`src/rtl/muldiv_pkg.sv`:
```
// Shared definitions for the HI/LO multiply/divide unit: op encodings, FSM
// state type and the divide iteration count helper.
package muldiv_pkg;

  localparam logic [2:0] OP_MULT  = 3'd0;
  localparam logic [2:0] OP_MULTU = 3'd1;
  localparam logic [2:0] OP_DIV   = 3'd2;
  localparam logic [2:0] OP_DIVU  = 3'd3;
  localparam logic [2:0] OP_MTHI  = 3'd4;
  localparam logic [2:0] OP_MTLO  = 3'd5;

  typedef enum logic [1:0] {
    ST_IDLE = 2'd0,
    ST_MUL  = 2'd1,
    ST_DIV  = 2'd2,
    ST_FIX  = 2'd3
  } state_e;

  // DIV_CYCLES depends on module parameters, so it is exposed as a function.
  function automatic int div_cycles(input int width, input int step);
    return width / step;
  endfunction

endpackage

```
`src/rtl/hilo_muldiv_if.sv`:
```
// Decode-stage <-> multiply/divide unit bundle: issue handshake, flush,
// status and the architectural HI/LO read ports.
interface hilo_muldiv_if #(
  parameter int WIDTH = 32
);
  logic             op_valid;
  logic             op_ready;
  logic [2:0]       op;
  logic [WIDTH-1:0] src_a;
  logic [WIDTH-1:0] src_b;
  logic             flush;
  logic             busy;
  logic             done;
  logic [WIDTH-1:0] hi;
  logic [WIDTH-1:0] lo;

  modport master (
    output op_valid, op, src_a, src_b, flush,
    input  op_ready, busy, done, hi, lo
  );

  modport slave (
    input  op_valid, op, src_a, src_b, flush,
    output op_ready, busy, done, hi, lo
  );
endinterface

```
`src/rtl/div_iter.sv`:
```
// Unsigned restoring divider core: resolves DIV_STEP quotient bits per step
// and flags the final step. Sign handling lives in the caller.
module div_iter
  import muldiv_pkg::*;
#(
  parameter int WIDTH    = 32,
  parameter int DIV_STEP = 1
) (
  input  logic             clk,
  input  logic             resetn,
  input  logic             start_i,
  input  logic             step_i,
  input  logic [WIDTH-1:0] dividend_i,
  input  logic [WIDTH-1:0] divisor_i,
  output logic [WIDTH-1:0] quotient_o,
  output logic [WIDTH-1:0] remainder_o,
  output logic             last_o
);

  localparam int CYCLES = div_cycles(WIDTH, DIV_STEP);
  localparam int CNT_W  = $clog2(CYCLES);

  logic [WIDTH-1:0] quo_q, quo_d;
  logic [WIDTH-1:0] rem_q, rem_d;
  logic [WIDTH-1:0] dvs_q, dvs_d;
  logic [CNT_W-1:0] cnt_q, cnt_d;
  logic [WIDTH:0]   trial;

  always_comb begin
    // NOTE: every output of this block gets a default first so no path infers a latch.
    quo_d = quo_q;
    rem_d = rem_q;
    dvs_d = dvs_q;
    cnt_d = cnt_q;
    trial = '0;
    if (start_i) begin
      quo_d = dividend_i;
      rem_d = '0;
      dvs_d = divisor_i;
      cnt_d = CNT_W'(CYCLES - 1);
    end else if (step_i) begin
      // The dividend shifts out of quo's MSB while quotient bits shift in at the LSB.
      for (int s = 0; s < DIV_STEP; s++) begin
        trial = {rem_d, quo_d[WIDTH-1]};
        quo_d = {quo_d[WIDTH-2:0], 1'b0};
        if (trial >= {1'b0, dvs_q}) begin
          rem_d    = trial[WIDTH-1:0] - dvs_q;
          quo_d[0] = 1'b1;
        end else begin
          rem_d = trial[WIDTH-1:0];
        end
      end
      cnt_d = cnt_q - CNT_W'(1);
    end
  end

  always_ff @(posedge clk or negedge resetn) begin
    if (!resetn) begin
      // NOTE: datapath registers are reset as well so nothing stale survives a mid-op reset.
      quo_q <= '0;
      rem_q <= '0;
      dvs_q <= '0;
      cnt_q <= '0;
    end else begin
      // NOTE: non-blocking assignments for all state so every register samples pre-edge values.
      quo_q <= quo_d;
      rem_q <= rem_d;
      dvs_q <= dvs_d;
      cnt_q <= cnt_d;
    end
  end

  assign quotient_o  = quo_q;
  assign remainder_o = rem_q;
  assign last_o      = (cnt_q == '0);

endmodule

```
`src/rtl/hilo_muldiv.sv`:
```
// Multi-cycle multiply/divide unit owning HI/LO: issue FSM, multiply latency
// counter, divide sign handling around div_iter, and the HI/LO registers.
module hilo_muldiv
  import muldiv_pkg::*;
#(
  parameter int WIDTH      = 32,
  parameter int MUL_STAGES = 2,
  parameter int DIV_STEP   = 1
) (
  input  logic           clk,
  input  logic           resetn,
  hilo_muldiv_if.slave   bus
);

  state_e             state_q, state_d;
  logic [WIDTH-1:0]   hi_q, hi_d;
  logic [WIDTH-1:0]   lo_q, lo_d;
  logic               done_q, done_d;
  logic [2*WIDTH-1:0] prod_q, prod_d;
  logic [1:0]         mcnt_q, mcnt_d;
  logic               qneg_q, qneg_d;
  logic               rneg_q, rneg_d;

  logic               accept;
  logic               a_neg, b_neg;
  logic [WIDTH-1:0]   a_mag, b_mag;
  logic [2*WIDTH-1:0] a_ext, b_ext, product;
  logic               div_start, div_step, div_last;
  logic [WIDTH-1:0]   quo, rem;

  assign bus.op_ready = (state_q == ST_IDLE) & ~bus.flush & resetn;
  assign accept       = bus.op_valid & bus.op_ready;

  // Low 2*WIDTH bits of the extended product are exact for signed and unsigned.
  assign a_ext   = {{WIDTH{(bus.op == OP_MULT) & bus.src_a[WIDTH-1]}}, bus.src_a};
  assign b_ext   = {{WIDTH{(bus.op == OP_MULT) & bus.src_b[WIDTH-1]}}, bus.src_b};
  assign product = a_ext * b_ext;

  assign a_neg = (bus.op == OP_DIV) & bus.src_a[WIDTH-1];
  assign b_neg = (bus.op == OP_DIV) & bus.src_b[WIDTH-1];
  assign a_mag = a_neg ? -bus.src_a : bus.src_a;
  assign b_mag = b_neg ? -bus.src_b : bus.src_b;

  div_iter #(
    .WIDTH    (WIDTH),
    .DIV_STEP (DIV_STEP)
  ) u_div (
    .clk         (clk),
    .resetn      (resetn),
    .start_i     (div_start),
    .step_i      (div_step),
    .dividend_i  (a_mag),
    .divisor_i   (b_mag),
    .quotient_o  (quo),
    .remainder_o (rem),
    .last_o      (div_last)
  );

  always_comb begin
    state_d   = state_q;
    hi_d      = hi_q;
    lo_d      = lo_q;
    done_d    = 1'b0;
    prod_d    = prod_q;
    mcnt_d    = mcnt_q;
    qneg_d    = qneg_q;
    rneg_d    = rneg_q;
    div_start = 1'b0;
    div_step  = 1'b0;
    case (state_q)
      ST_IDLE: begin
        if (accept) begin
          case (bus.op)
            OP_MTHI: hi_d = bus.src_a;
            OP_MTLO: lo_d = bus.src_a;
            OP_MULT, OP_MULTU: begin
              prod_d  = product;
              mcnt_d  = 2'(MUL_STAGES - 1);
              state_d = ST_MUL;
            end
            OP_DIV, OP_DIVU: begin
              div_start = 1'b1;
              // A zero divisor keeps the quotient unsigned, so all-ones falls out.
              qneg_d  = (a_neg ^ b_neg) & (|bus.src_b);
              rneg_d  = a_neg;
              state_d = ST_DIV;
            end
            default: ;
          endcase
        end
      end
      ST_MUL: begin
        if (bus.flush) begin
          state_d = ST_IDLE;
        end else if (mcnt_q == 2'd0) begin
          {hi_d, lo_d} = prod_q;
          done_d       = 1'b1;
          state_d      = ST_IDLE;
        end else begin
          mcnt_d = mcnt_q - 2'd1;
        end
      end
      ST_DIV: begin
        if (bus.flush) begin
          state_d = ST_IDLE;
        end else begin
          div_step = 1'b1;
          if (div_last) state_d = ST_FIX;
        end
      end
      ST_FIX: begin
        state_d = ST_IDLE;
        if (!bus.flush) begin
          lo_d   = qneg_q ? -quo : quo;
          hi_d   = rneg_q ? -rem : rem;
          done_d = 1'b1;
        end
      end
      default: state_d = ST_IDLE;
    endcase
  end

  always_ff @(posedge clk or negedge resetn) begin
    if (!resetn) begin
      state_q <= ST_IDLE;
      hi_q    <= '0;
      lo_q    <= '0;
      done_q  <= 1'b0;
      prod_q  <= '0;
      mcnt_q  <= '0;
      qneg_q  <= 1'b0;
      rneg_q  <= 1'b0;
    end else begin
      state_q <= state_d;
      hi_q    <= hi_d;
      lo_q    <= lo_d;
      done_q  <= done_d;
      prod_q  <= prod_d;
      mcnt_q  <= mcnt_d;
      qneg_q  <= qneg_d;
      rneg_q  <= rneg_d;
    end
  end

  assign bus.busy = (state_q != ST_IDLE);
  assign bus.done = done_q;
  assign bus.hi   = hi_q;
  assign bus.lo   = lo_q;

endmodule

```
`src/flat_wrapper.sv`:
```
// flat-port wrapper written by rule: the top's interface ports become plain ports
module hilo_muldiv_flat import muldiv_pkg::*;
#(
  parameter int WIDTH      = 32,
  parameter int MUL_STAGES = 2,
  parameter int DIV_STEP   = 1
)
  (clk, resetn, bus_op_valid, bus_op, bus_src_a, bus_src_b, bus_flush, bus_op_ready, bus_busy, bus_done, bus_hi, bus_lo);
  hilo_muldiv_if #(.WIDTH(WIDTH)) bus_i ();
  input  logic clk;
  input  logic resetn;
  input wire logic [$bits(bus_i.op_valid)-1:0] bus_op_valid;
  input wire logic [$bits(bus_i.op)-1:0] bus_op;
  input wire logic [$bits(bus_i.src_a)-1:0] bus_src_a;
  input wire logic [$bits(bus_i.src_b)-1:0] bus_src_b;
  input wire logic [$bits(bus_i.flush)-1:0] bus_flush;
  output wire logic [$bits(bus_i.op_ready)-1:0] bus_op_ready;
  output wire logic [$bits(bus_i.busy)-1:0] bus_busy;
  output wire logic [$bits(bus_i.done)-1:0] bus_done;
  output wire logic [$bits(bus_i.hi)-1:0] bus_hi;
  output wire logic [$bits(bus_i.lo)-1:0] bus_lo;
  assign bus_i.op_valid = bus_op_valid;
  assign bus_i.op = bus_op;
  assign bus_i.src_a = bus_src_a;
  assign bus_i.src_b = bus_src_b;
  assign bus_i.flush = bus_flush;
  assign bus_op_ready = bus_i.op_ready;
  assign bus_busy = bus_i.busy;
  assign bus_done = bus_i.done;
  assign bus_hi = bus_i.hi;
  assign bus_lo = bus_i.lo;
  hilo_muldiv #(.WIDTH(WIDTH), .MUL_STAGES(MUL_STAGES), .DIV_STEP(DIV_STEP)) u_core (.clk(clk), .resetn(resetn), .bus(bus_i));
endmodule
```
`config.mk`:
```
export PLATFORM = sky130hd
export DESIGN_NAME = hilo_muldiv_flat
export DESIGN_NICKNAME = d
export VERILOG_FILES = /design/src/rtl/muldiv_pkg.sv /design/src/rtl/hilo_muldiv_if.sv /design/src/rtl/div_iter.sv /design/src/rtl/hilo_muldiv.sv /design/src/flat_wrapper.sv
export SDC_FILE = /design/constraint.sdc
export NUM_CORES = 2
export LEC_CHECK = 0
export CAP_MARGIN = 25
export CORE_MARGIN = 4
export CORE_UTILIZATION = 55
export CTS_CLUSTER_SIZE = 8
export DETAILED_ROUTE_END_ITERATION = 12
export PLACE_DENSITY = 0.72
export SYNTH_ARGS = -nofsm -noshare
export SYNTH_HDL_FRONTEND = slang
export SYNTH_HIERARCHICAL = 1
export SYNTH_SLANG_ARGS = --single-unit
export TNS_END_PERCENT = 30
```
`constraint.sdc`:
```
create_clock -name clk -period 3.7 [get_ports clk]
set_clock_uncertainty 0.05 [all_clocks]
set_input_delay 0.925 -clock clk [delete_from_list [all_inputs] [get_ports clk]]
set_output_delay 0.925 -clock clk [all_outputs]
set_load 0.02 [all_outputs]
```
# Yosys cells after proc, flatten, opt, wreduce, memory -nomap -nowiden
# Index checks and enable logic that the tools add are counted.
# Widths: inputs -> output; s select.
# word_totals
inputBits	71
ff_bits	236
elab_cells	111
output_inout_bits	67
# classes
magnitude_cmp	1
n_mux	44
reduce_logical	17
n_bitwise	10
n_mul	1
n_eq_ne	19
add_sub_neg	7
# op_table
cell	n
$mux 32	19
$pmux 32 s3	2
$neg 32->32	4
$mul 33x33->64	1
$ge 33x32->1	1
$reduce_or 32->1	1
$sub 32x32->32	1
$mux 2	9
$ne 2x2->1 const B	6
$reduce_and 6->1	2
$mux 5	2
$and 1x1->1	8
$mux 1	8
$pmux 2 s2	2
$pmux 2 s4	1
$eq 3x2->1 const B	2
$eq 3x3->1 const B	2
$ne 3x2->1 const B	2
$reduce_and 3->1	2
$reduce_bool 2->1	3
$logic_not 5->1	1
$reduce_and 5->1	1
$sub 5x1->5 const B	1
$eq 2x2->1 const B	2
other kinds (13)	16

# Depth between registers and ports, before layout
# logic_depth
ltp_word	7
mapped_depth	32
mapped_depth_nobuf	29

# Modules after synthesis
# Netlist, hierarchy kept.
# modules_own_cells
module	area_each_um2	cells_each	n_inst	seq_area_each_um2
hilo_muldiv	46477.1	5276	1	3378.2
div_iter	6591.3	751	1	2527.4

# Worst setup path before layout
# Ideal clock, no wire load.
# synth_path
kind	input to register
from	in bus_op[2]
to	reg u_core.prod_q[60]
slack_ns	-5.392
t_arrival_ns	8.907
setup_time_ns	0.135
stages	32
path_buffers	3
t_required_ns	3.515
cell_sequence	nor3_1 and2_0 clkbuf_1 clkbuf_1 nand2_1 inv_1 fa_1 inv_1 fa_1 inv_1 fa_1 fa_1 inv_1 fa_1 inv_1 fa_1 inv_1 fa_1 fa_1 inv_1 ha_1 clkbuf_1 nand2_1 nor2_1 a31oi_1 o21ai_0 o41ai_1 a211oi_1 a31oi_1 o21bai_1 xnor2_1 o21ai_0
# synth_via
elab_chain_len	3
word_cells_on_any_way	7
cone_classes	mul (1); eq/ne (1); bitwise (2); reduce/logical (3)
# synth_lines
element	line	text
start: declaration	flat_wrapper.sv:13	input wire logic [$bits(bus_i.op)-1:0] bus_op;
$logic_not 3->1 / $eq 3x1->1 (equally long branches)	hilo_muldiv.sv:35, hilo_muldiv.sv:36, hilo_muldiv.sv:73	
$and 1x1->1, or another cell as far along	hilo_muldiv.sv:35	assign a_ext = {{WIDTH{(bus.op == OP_MULT) & bus.src_a[WIDTH-1]}}, bus.src_a};
$mul 33x33->64 / $reduce_and 3->1 (equally long branches)	n/a	
end signal: assignment	hilo_muldiv.sv:138	prod_q <= prod_d;
end: declaration	hilo_muldiv.sv:19	logic [2*WIDTH-1:0] prod_q, prod_d;
# Parallel ways exist; a longest one is shown, timed or not.
# A chain may end at the register's enable or synchronous reset.

# Final worst setup path
# layout_path
from	in bus_op[1]
to	reg u_core.prod_q[60]
# Same word-level chain as after synthesis.

==> impl_results.md <==
* Outcome: complete, but fails checks
* Violated checks: negative setup slack
* Final period util at 215%
* Reg2reg end: u_core/bus.hi[28]
* Dpl hpwl at ~140000 µm
* Crit Reg-Reg Startpoint: u_core/u_div/remainder_o[8]
* Clock edge transition at the registers on the reported setup and hold paths at 0.05 ns
* Relative slew slack at 33.4%
* Unrepaired setup endpoints after global routing: true
* WP buf/inv at 7
* Req. time, crit path at 4.03 ns
* Deepest clock path buffer count at 3
* Flop2flop setup slack at 0.20 ns
* Crit. path cell count at 29
* GR Overflow Total at 0
* Synth Area per Inst at 8.81 µm²
* Chip Width at 319 µm
* Initial antenna violation count at 20
* Hold Vio Cnt, Final at 0
* Max-Cap Viols at 0
* Number of I/O port buffers at 137
* # rows at 113
* Synth Flop Type: dfrtp_1
* Seq/Total Area, Yosys at 11.1%
* Share of cells above drive strength 1 at around 17%
* Last element of the critical path: u_core/prod_q[60]
* Largest area contributor in the netlist: fa_1
* CTS tree: built
* Total Routing Usage GR at 35.3%
* CTS H-tree lvls at 2
* I/O pins at ~140
* WS Path Type: primary input to register
* CP startpoint: bus_op[1]
* Global-route wire length before repair at 276000 µm
* Clock sinks at between 200 and 250
* Die Area at 102000 µm²
* Top cells by area, synth: fa_1 42%, dfrtp_1 11%, inv_1 8.6%
* Largest net degree at the start of global routing at 76
* Total length of routed wires at 177000 µm
* CTS buffer count at 35
* Area growth, synth to finish at 19.9%
* Hold WC Path Type: primary input to asynchronous set/reset pin
* Vias in the first global route at 47400
* Later-pin clock latency in the skew report at 0.51 ns
* Detailed-route wire length per cell at ~23 µm
* Async S/R FF share, synth at 100%
* Routed via count at 44800
* Worst Max-Slew Pin Slew at 0.999 ns
* Overall die height at 319 µm
* Synth Register Bits at ~240
* Worst setup margin at -4.25 ns
* Busiest grt layer: met2
* Worst Setup End Kind: register
* Placer congestion estimate at 0.966
* Antenna viol nets, final at 0
* Synthesized area at 53100 µm²
* Final setup viols at just under 60
* Max-slew violations at 0
* Synth warn at 6
* Via-per-instance ratio at approximately 5.7
* Synth unique cells at between 80 and 90
* Post-synth EDFFs at 0
* Drc violations at 0
* Drt pass-1 iters at 6
* First DRT Iteration DRCs at 4060
* GRT met1 Usage at 47.1%
* Yosys top cell area share at between 40% and 50%
* Crit-path max cell delay at 0.62 ns
* WP data arrival at 8.27 ns
* Met3 Usage GRT at approximately 9.7%
* Crit start category: primary input
* Multi-input gate area at 42200 µm²
* CP max FO at 4
* Gate Count Post-Synth at 6027
* Slowest-stage cell, CP: fa_2
* Max Freq at 126 MHz
* Delay-heaviest family, CP: adder cells
* Nets at 8017
* Final core occ at 66.8%
* Syn_nets at around 7500
* Root buffer cell: clkbuf_16
* Core area at 95300 µm²
* Tmin final at 7.95 ns
* Reg area at 5910 µm²
* Fillers at ~7500
* Worst r2r path cells at 9
* GRT met2 Usage at 54.0%
* Initial Util at 55.7%
-- state kept, by name (all words and copies together), names as in the netlist --
register,count
u_core/mcnt_q,2
u_core/bus.lo,32
u_core/qneg_q,1
u_core/u_div/cnt_q,5
u_core/bus.hi,32
u_core/rneg_q,1
u_core/bus.done,1
u_core/u_div/remainder_o,32
u_core/state_q,2
u_core/u_div/quotient_o,32
u_core/u_div/dvs_q,32
u_core/prod_q,64
-- layout make-up --
type | instances | share of cell area [%]
Sequential cell | 236 | 9.28
Timing Repair inverter | 1 | 0.0118
Timing Repair Buffer | 891 | 13.1
Clock inverter | 2 | 0.0216
Tap cell | 1265 | 2.49
Clock buffer | 36 | 1.38
Antenna cell | 12 | 0.0472
Multi-Input combinational cell | 4177 | 66.4
Inverter | 1222 | 7.24
-- cell usage after synthesis (6+ instances only) --
library cell and n:
a22o_1 38, dfrtp_1 236, a21oi_1 151, nand2_1 1102, a31oi_1 26, or4_1 12
and2_1 297, xnor2_1 164, o211ai_1 12, a211oi_1 9, nor2b_1 11, xor2_1 51
mux2_2 6, a221oi_1 27, or3_1 21, a21o_1 45, buf_1 57, ha_1 256
and3_1 27, mux2i_1 37, o21bai_1 24, nand3_1 38, nor4_1 10, nor2_1 144
nand2b_1 17, o21ai_0 253, fa_1 1126, o21a_1 15, or2_2 9, o41ai_1 17
a311oi_2 20, a31o_2 8, clkbuf_1 330, nand4_1 28, o31ai_1 33, a211o_1 7
nor3_1 47, inv_1 1222, nand3b_1 8
-- timing repair --
| action | CTS | global route |
|---|---|---|
| buffers inserted | 69 | 16 |
| endpoints found under the setup margin | 62 | 72 |
| cloned | 16 | 0 |
| hold buffers | 0 | 0 |
| pin swaps | 122 | 56 |
| resized for setup | 269 | 101 |
-- placed cells by master, fill, tap and decap left out, types with 23 or more instances in the layout --
master           count
a21o_1              44
a21oi_1            125
a21oi_2             23
a221oi_1            24
a22o_1              38
and2_1             296
buf_12              80
buf_2               26
buf_4              644
buf_6               26
clkbuf_16           35
clkdlybuf4s50_1     77
dfrtp_1            236
fa_1              1096
fa_2                30
ha_1               224
ha_4                28
inv_1             1192
mux2i_1             37
nand2_1           1090
nand3_1             37
nand4_1             28
nor2_1             133
nor3_1              37
o21ai_0            217
o21ai_1             32
o31ai_1             29
xnor2_1            151
xor2_1              50
-- per-stage QoR --
stage               hold slack, ns  setup WS, ns  TNS (ns)  instance area (µm²)  cells
finish                       0.210         -4.25   -202.33                63600   7842
global route                 0.211         -4.47   -213.31                63600   7832
CTS                          0.208         -4.28   -201.42                63100   7814
detailed placement           0.412         -5.30   -264.92                60400   7695
global placement             0.408         -5.21   -260.89                60400   7695
floorplan                    0.390         -4.56   -204.43                53400   6027
-- how the worst min path moves through the flow --
stage / startpoint / endpoint / slack [ns] / depth (start not counted)
2_1_floorplan: u_core/prod_q[17] / u_core/prod_q[17] / 0.39 / 2
3_3_place_gp: u_core/prod_q[17] / u_core/prod_q[17] / 0.41 / 2
3_5_place_dp: u_core/prod_q[17] / u_core/prod_q[17] / 0.41 / 2
4_1_cts: resetn / u_core/u_div/cnt_q[0] / 0.21 / 1
5_1_grt: resetn / u_core/u_div/cnt_q[0] / 0.21 / 1
6_report: resetn / u_core/u_div/cnt_q[0] / 0.21 / 1
-- routing by layer --
layer	vias to the layer above	wire, µm
li1	19300	-
met1	22600	68400
met4	8	9890
met3	463	20600
met2	2399	78100
met5	-	51
-- logic make-up (layout without fill, tap and decap cells) --
family                     after synthesis  after routing  synth area share (%)
and+or+nand+nor                       1796           1796                  15.3
buffers and inverters                 1614           2152                  11.5
adders and majority gates             1382           1382                  48.5
AOI/OAI and AO/OA                      741            741                  9.21
DFF                                    236            236                  11.1
xor gates and xnor gates               215            215                  3.55
muxes                                   43             43                 0.825
other                                    0             12                     0
Power is left out: the tool's default activity adds up to more than one toggle a clock period on the data nets, which glitch-free logic cannot reach.
